$ cat config.mk
export PLATFORM = sky130hd
export DESIGN_NAME = uart_tx_arbiter
export DESIGN_NICKNAME = d
export VERILOG_FILES = /design/src/rtl/uart_tx_arbiter.sv
export SDC_FILE = /design/constraint.sdc
export NUM_CORES = 1
export LEC_CHECK = 0
export BUFFER_PORTS_ARGS = -buffer_cell sky130_fd_sc_hd__buf_2
export CAP_MARGIN = 15
export CORE_AREA = 2 2 76 78
export DETAILED_ROUTE_END_ITERATION = 10
export DIE_AREA = 0 0 78 80
export GPL_TIMING_DRIVEN = 0
export PLACE_DENSITY = 0.69
export SYNTH_ARGS = -nofsm -noshare
export SYNTH_HDL_FRONTEND = slang
export SYNTH_SLANG_ARGS = --single-unit
$ cat constraint.sdc
create_clock -name CLK -period 4.9 [get_ports CLK]
set_input_delay 0 -clock CLK [delete_from_list [all_inputs] [get_ports CLK]]
set_output_delay 0 -clock CLK [all_outputs]
set_load 0.01 [all_outputs]
$ cat src/rtl/uart_tx_arbiter.sv
// Four-requester round-robin arbiter feeding a single 8N1 UART transmitter.
// Grant takes one cycle; frames run back-to-back with no gap; REQ is sampled only in IDLE and the last STOP cycle.
module uart_tx_arbiter #(
  parameter int CLK_HZ   = 12_000_000,
  parameter int BIT_RATE = 9600
) (
  input  logic        CLK,
  input  logic        RST_N,
  input  logic [3:0]  REQ,
  input  logic [31:0] DATA,
  output logic [3:0]  ACK,
  output logic [1:0]  GRANT_ID,
  output logic        BUSY,
  output logic        TX
);

  localparam int CPB   = CLK_HZ / BIT_RATE;
  localparam int CNT_W = (CPB > 1) ? $clog2(CPB) : 1;

  typedef enum logic [1:0] {ST_IDLE, ST_START, ST_DATA, ST_STOP} state_t;

  state_t           state;
  logic [CNT_W-1:0] cnt;
  logic [2:0]       bit_idx;
  logic [7:0]       byte_q;
  logic [1:0]       ptr;
  logic             last;
  logic             arb_pt;
  logic             gnt_vld;
  logic [1:0]       gnt_idx;

  assign last   = (cnt == CNT_W'(CPB - 1));
  assign arb_pt = (state == ST_IDLE) || (state == ST_STOP && last);

  // Search from the farthest offset down so the nearest requester to ptr wins.
  always_comb begin
    gnt_vld = 1'b0;
    gnt_idx = 2'd0;
    for (int k = 3; k >= 0; k--) begin
      if (REQ[ptr + 2'(k)]) begin
        gnt_vld = 1'b1;
        gnt_idx = ptr + 2'(k);
      end
    end
  end

  always_ff @(posedge CLK or negedge RST_N) begin
    if (!RST_N) begin
      state    <= ST_IDLE;
      cnt      <= '0;
      bit_idx  <= 3'd0;
      byte_q   <= 8'd0;
      ptr      <= 2'd0;
      ACK      <= 4'd0;
      GRANT_ID <= 2'd0;
      BUSY     <= 1'b0;
      TX       <= 1'b1;
    end else begin
      ACK <= 4'd0;
      if (arb_pt && gnt_vld) begin
        state    <= ST_START;
        cnt      <= '0;
        bit_idx  <= 3'd0;
        byte_q   <= DATA[{gnt_idx, 3'b000} +: 8];
        ptr      <= gnt_idx + 2'd1;
        ACK      <= 4'b0001 << gnt_idx;
        GRANT_ID <= gnt_idx;
        BUSY     <= 1'b1;
        TX       <= 1'b0;
      end else begin
        case (state)
          ST_IDLE: begin
            BUSY <= 1'b0;
            TX   <= 1'b1;
          end
          ST_START: begin
            if (last) begin
              cnt     <= '0;
              bit_idx <= 3'd0;
              state   <= ST_DATA;
              TX      <= byte_q[0];
            end else begin
              cnt <= cnt + 1'b1;
            end
          end
          ST_DATA: begin
            if (last) begin
              cnt <= '0;
              if (bit_idx == 3'd7) begin
                state <= ST_STOP;
                TX    <= 1'b1;
              end else begin
                bit_idx <= bit_idx + 3'd1;
                TX      <= byte_q[bit_idx + 3'd1];
              end
            end else begin
              cnt <= cnt + 1'b1;
            end
          end
          ST_STOP: begin
            if (last) begin
              cnt   <= '0;
              state <= ST_IDLE;
              BUSY  <= 1'b0;
              TX    <= 1'b1;
            end else begin
              cnt <= cnt + 1'b1;
            end
          end
          default: begin
            state <= ST_IDLE;
            cnt   <= '0;
            BUSY  <= 1'b0;
            TX    <= 1'b1;
          end
        endcase
      end
    end
  end

endmodule
**After elaboration in Yosys (flattened, before gate mapping)**

Index checks and enable logic that the tools add are counted.

- Register bits after elaboration: 34
- Input bits: 38
- Output and inout bits: 8

- $add $sub $neg: 6
- Order comparisons: 5
- Equality and inequality tests: 10
- Shift operators: 2
- Muxes and demuxes: 42
- Reductions and logical operators: 13

Operators by type and width:

| operator | number |
|---|---|
| two-way mux 11 bit | 3 |
| variable part select 32 x 6 -> 8 bit | 1 |
| two-way mux 2 bit | 9 |
| two-way mux 1 bit | 16 |
| < comparator 2 x 3 -> 1 bit (second input constant) | 4 |
| two-way mux 3 bit | 4 |
| inequality test 3 bit (second input constant) | 4 |
| adder 11 x 1 -> 11 bit (second input constant) | 1 |
| equality test 11 bit (second input constant) | 1 |
| binary-select mux 1 bit (select 2 bit) | 4 |
| case mux 2 bit (3 select lines) | 1 |
| case mux 3 bit (2 select lines) | 1 |
| nonzero test 3 bit | 2 |
| AND reduction 5 bit | 1 |
| adder 2 x 1 -> 2 bit (second input constant) | 2 |
| adder 2 bit (second input constant) | 2 |
| equality test 2 bit (second input constant) | 2 |
| < comparator 3 x 4 -> 1 bit (second input constant) | 1 |
| two-way mux 4 bit | 1 |
| case mux 1 bit (4 select lines) | 1 |
| AND reduction 4 bit | 1 |
| nonzero test 4 bit | 1 |
| << shifter 1 x 2 -> 4 bit (first input constant) | 1 |
| adder 3 x 1 -> 3 bit (second input constant) | 1 |
| 12 further kinds | 13 |

**Depth between registers and ports, before layout**

- Depth after elaboration: 10
- Mapped depth: 9
- Gate-level depth less buffers: 7

**Least setup slack after synthesis**

No wires, ideal clock.

- Path type: reg-to-reg
- From: reg cnt[1]
- To: reg byte_q[4]
- Library setup time: 141 ps
- Data arrival time: 1570 ps
- Data required time: 4759 ps
- Slack: 3189 ps
- Cell stages (with the launch flop): 10
- Buffers on the path: 2
- Clock period less this slack: 1711 ps
- Path through: dfrtp_1 > inv_1 > ha_1 > and4bb_1 > a41oi_1 > or2_1 > buf_2 > buf_6 > nand2_1 > o221ai_1

- Cells in the longest elaborated chain, start to end: 4

Ends and longest elaborated chain:

| what | line | RTL |
|---|---|---|
| from (decl) | 23 | `logic [CNT_W-1:0] cnt;` |
| from (signal assigned) | 83 | `cnt <= cnt + 1'b1;` |
| from (signal assigned) | 97 | `cnt <= cnt + 1'b1;` |
| from (signal assigned) | 107 | `cnt <= cnt + 1'b1;` |
| equality test 11 bit | 32 | `assign last = (cnt == CNT_W'(CPB - 1));` |
| logical AND 1 bit | 33 | `assign arb_pt = (state == ST_IDLE) \|\| (state == ST_STOP && last);` |
| logical OR 1 bit | 33 |  |
| logical AND 1 bit | 60 | `if (arb_pt && gnt_vld) begin` |
| to (signal assigned) | 64 | `byte_q <= DATA[{gnt_idx, 3'b000} +: 8];` |
| to (decl) | 25 | `logic [7:0] byte_q;` |

No other way between the ends.
A chain may end at the register's enable or synchronous reset.

**Worst setup path after layout**

- From: reg cnt[0]
- To: reg byte_q[2]

Same word-level chain as after synthesis.

==> reports/metrics.yaml <==
viasPerCell: 5.16
cts_hold_buf: 1
grt.total_usage_pct: 16.0
worstSetupPathType: "flip-flop to flip-flop"
r2r_end: "byte_q[2]$_DFFE_PN0N_"
finalSetupViolations: 0
fin_util_pct: 46.6
slew_headroom_pct: 50.1
power.total_mw: 1.23
cap_violations: 0
ys_top_cells_by_area: "dfrtp_1, ha_1, mux2i_1, nand2_1, o21ai_0"
yosysUniqueCellTypes: 44
synth_top_area_cell: "dfrtp_1"
vias: 1750
num-nets-final: 318
hold_depth: 3
antenna_found_initial: 0
fp.dieArea_sq_um: 6240
ys_ff_latch: 34
peakVddDrop_uv: 204
synth-async-reset-ratio_pct: 100
grt_pass1_wl_mm: 8.00
critical_path.max_fanout: 10
io_buffers: 45
tightest_slew_ns: 0.748
post-route-cell-area_sq_um: 2520
route.detailed.drc: 0
fp.dieH_um: 80
slew_viol_final: 0
powerDensity_nw_per_um2: 490
fin_ws_ns: 2.97
ios: 46
fp.coreArea_sq_um: 5410
synthCells: 213
hold_violations: 0
dieWidth_um: 78
rows: 27
final_cell_count_no_fill: 339
syn_area_sq_um: 2080
synth_area_per_cell_sq_um: 9.78
max_stage_delay_ns: 0.43
layout-drive-gt1-share_pct: 25.5
numCtsBuffers: 5
syn_nets: 265
wl_per_cell_um: 13.2
fin_crit_ns: 1.93
grt_max_degree: 35
pre_cts_slack_ns: 2.99
ant_nets: 0
cts_resized: 0
clk_path_buf_depth: 2
clock_skew_ns: 0.00490
final.setup.tns_ns: 0
synth_edf_count: 0
wl_mm: 4.46
yosysSeqAreaShare_pct: 40.9
root_buffer: "clkbuf_8"
endpoint_kind: "flip-flop"
yosys_warnings: 0
r2r_cells: 6
holdPathEnd: "byte_q[4]$_DFFE_PN0N_"
min_from: "DATA[4]"
holdWs_ns: 0.0354
sw_frac_of_total_pct: 38.3
cp_slowest_cell: "dfrtp_1"
ys_top_cells_by_count: "nand2_1, dfrtp_1, o21ai_0"
cp.required_ns: 5.04
cp_data_arrival_time_ns: 2.08
yosysTopAreaCellShare_pct: 39.6
h-tree-depth: 2
gr-total-overflow: 0
multi_input_area_sq_um: 1150
hold_path.class: "primary input to flip-flop"
synth.most_common_cell: "nand2_1"
path_clk_slew_ns: 0.07
cts_setup_buffers: 0
rsz0062_at_grt: "false"
p_int_mw: 0.761
dpl_cell_area_sq_um: 2400
grt_pass1_vias: 1730
first_iter_violations: 74
min_period_over_period_pct: 39.4
dpl.hpwl_mm: 3.25
leakage_nw: 1.18
initial_core_util_pct: 38.5
area_delta_synth_final_pct: 20.9
place.gp.congestion: 0.835
fillers: 536
status: "complete, no violations"
clk_latency_ns: 0.29
p_sw_mw: 0.473
power_frac_comb_pct: 43.7
regToRegSetupSlack_ns: 2.97
path_cells: "ha_1 -> and4bb_1 -> a41oi_1 -> nor2_1 -> nand2_1 -> o221ai_1"
ys.flop_type: "dfrtp_1"
final-seq-area_sq_um: 852
cts_tree: "built"
dp.cells: 330
r2r_start: "cnt[0]$_DFFE_PN0P_"
clkPwrFrac_pct: 19.5
seq_power_share_pct: 36.7
clock.fmax_mhz: 518
numClockSinks: 34
startpoint_type: "flip-flop"
drt_pass1_iterations: 4
num_antenna_cells: 0
-- flip-flops by register name, summed over array words and instances (netlist names) --
name and flops:
ACK 4, BUSY 1, GRANT_ID 2, TX 1, bit_idx 3, byte_q 8, cnt 11, ptr 2
state 2
-- placed cells by master, fill, tap and decap left out, types with 2 or more instances in the layout --
cell / instances
nor2b_1: 2
dfrtp_1: 33
nor3_1: 2
o221ai_1: 8
buf_2: 48
nand3_1: 4
a21oi_1: 6
a211oi_1: 2
and3_1: 2
nand2_1: 38
nand2b_1: 3
ha_1: 14
mux4_2: 2
inv_1: 8
o31ai_1: 2
nand4_1: 2
a31oi_1: 2
mux2i_1: 17
buf_6: 2
o41ai_1: 4
o21ai_0: 18
nor2_1: 6
xor2_1: 2
clkbuf_8: 8
and2_1: 6
o21ai_1: 3
o22ai_1: 4
-- metal layers --
layer	track usage (%)	routed length (um)
met5	0	0
met4	5.44	38
met3	3.05	150
met2	26.6	2150
met1	21.0	2120
-- kinds of logic after synthesis --
| logic type | count (synthesis) | share of synthesized area (%) |
|---|---|---|
| flip-flops | 34 | 40.9 |
| adder cells (fa/ha/maj) | 14 | 8.41 |
| AND/OR/NAND/NOR | 73 | 17.7 |
| buffers and inverters | 15 | 3.84 |
| AO/OA/AOI/OAI | 55 | 17.5 |
| XOR/XNOR | 2 | 0.841 |
| multiplexers | 20 | 10.9 |
-- how the worst max path moves through the flow --
| stage | slack, ns | startpoint | endpoint | cells past startpoint |
|---|---|---|---|---|
| 2_1_floorplan | 3.19 | cnt[1]$_DFFE_PN0P_ | byte_q[4]$_DFFE_PN0N_ | 9 |
| 3_3_place_gp | 3.02 | cnt[0]$_DFFE_PN0P_ | byte_q[4]$_DFFE_PN0N_ | 6 |
| 3_5_place_dp | 2.99 | cnt[0]$_DFFE_PN0P_ | byte_q[2]$_DFFE_PN0N_ | 6 |
| 4_1_cts | 2.98 | cnt[0]$_DFFE_PN0P_ | byte_q[2]$_DFFE_PN0N_ | 6 |
| 5_1_grt | 2.78 | cnt[1]$_DFFE_PN0P_ | byte_q[2]$_DFFE_PN0N_ | 7 |
| 6_report | 2.97 | cnt[0]$_DFFE_PN0P_ | byte_q[2]$_DFFE_PN0N_ | 6 |
-- critical path, delay by kind of cell, from the launching register on --
kind,cells,cell delay (ns)
AO/OA/AOI/OAI,2,0.48
adder cells (fa/ha/maj),1,0.22
flip-flops,1,0.43
AND/OR/NAND/NOR,3,0.65
-- area by class of cell --
type | count | share of cell area (%)
Buffer | 7 | 1.99
Clock buffer | 8 | 4.37
Inverter | 8 | 1.19
Multi-Input combinational cell | 164 | 45.7
Sequential cell | 34 | 33.8
Tap cell | 72 | 3.58
Timing Repair Buffer | 46 | 9.34
-- power groups by stage --
stage	clock (mW)	combinational, mW	sequential [mW]
floorplan	0	0.401	0.449
global placement	0	0.531	0.453
detailed placement	0	0.540	0.457
CTS	0.247	0.545	0.452
global route	0.259	0.623	0.469
finish	0.241	0.539	0.453
Power figures use the tool's default switching activity.
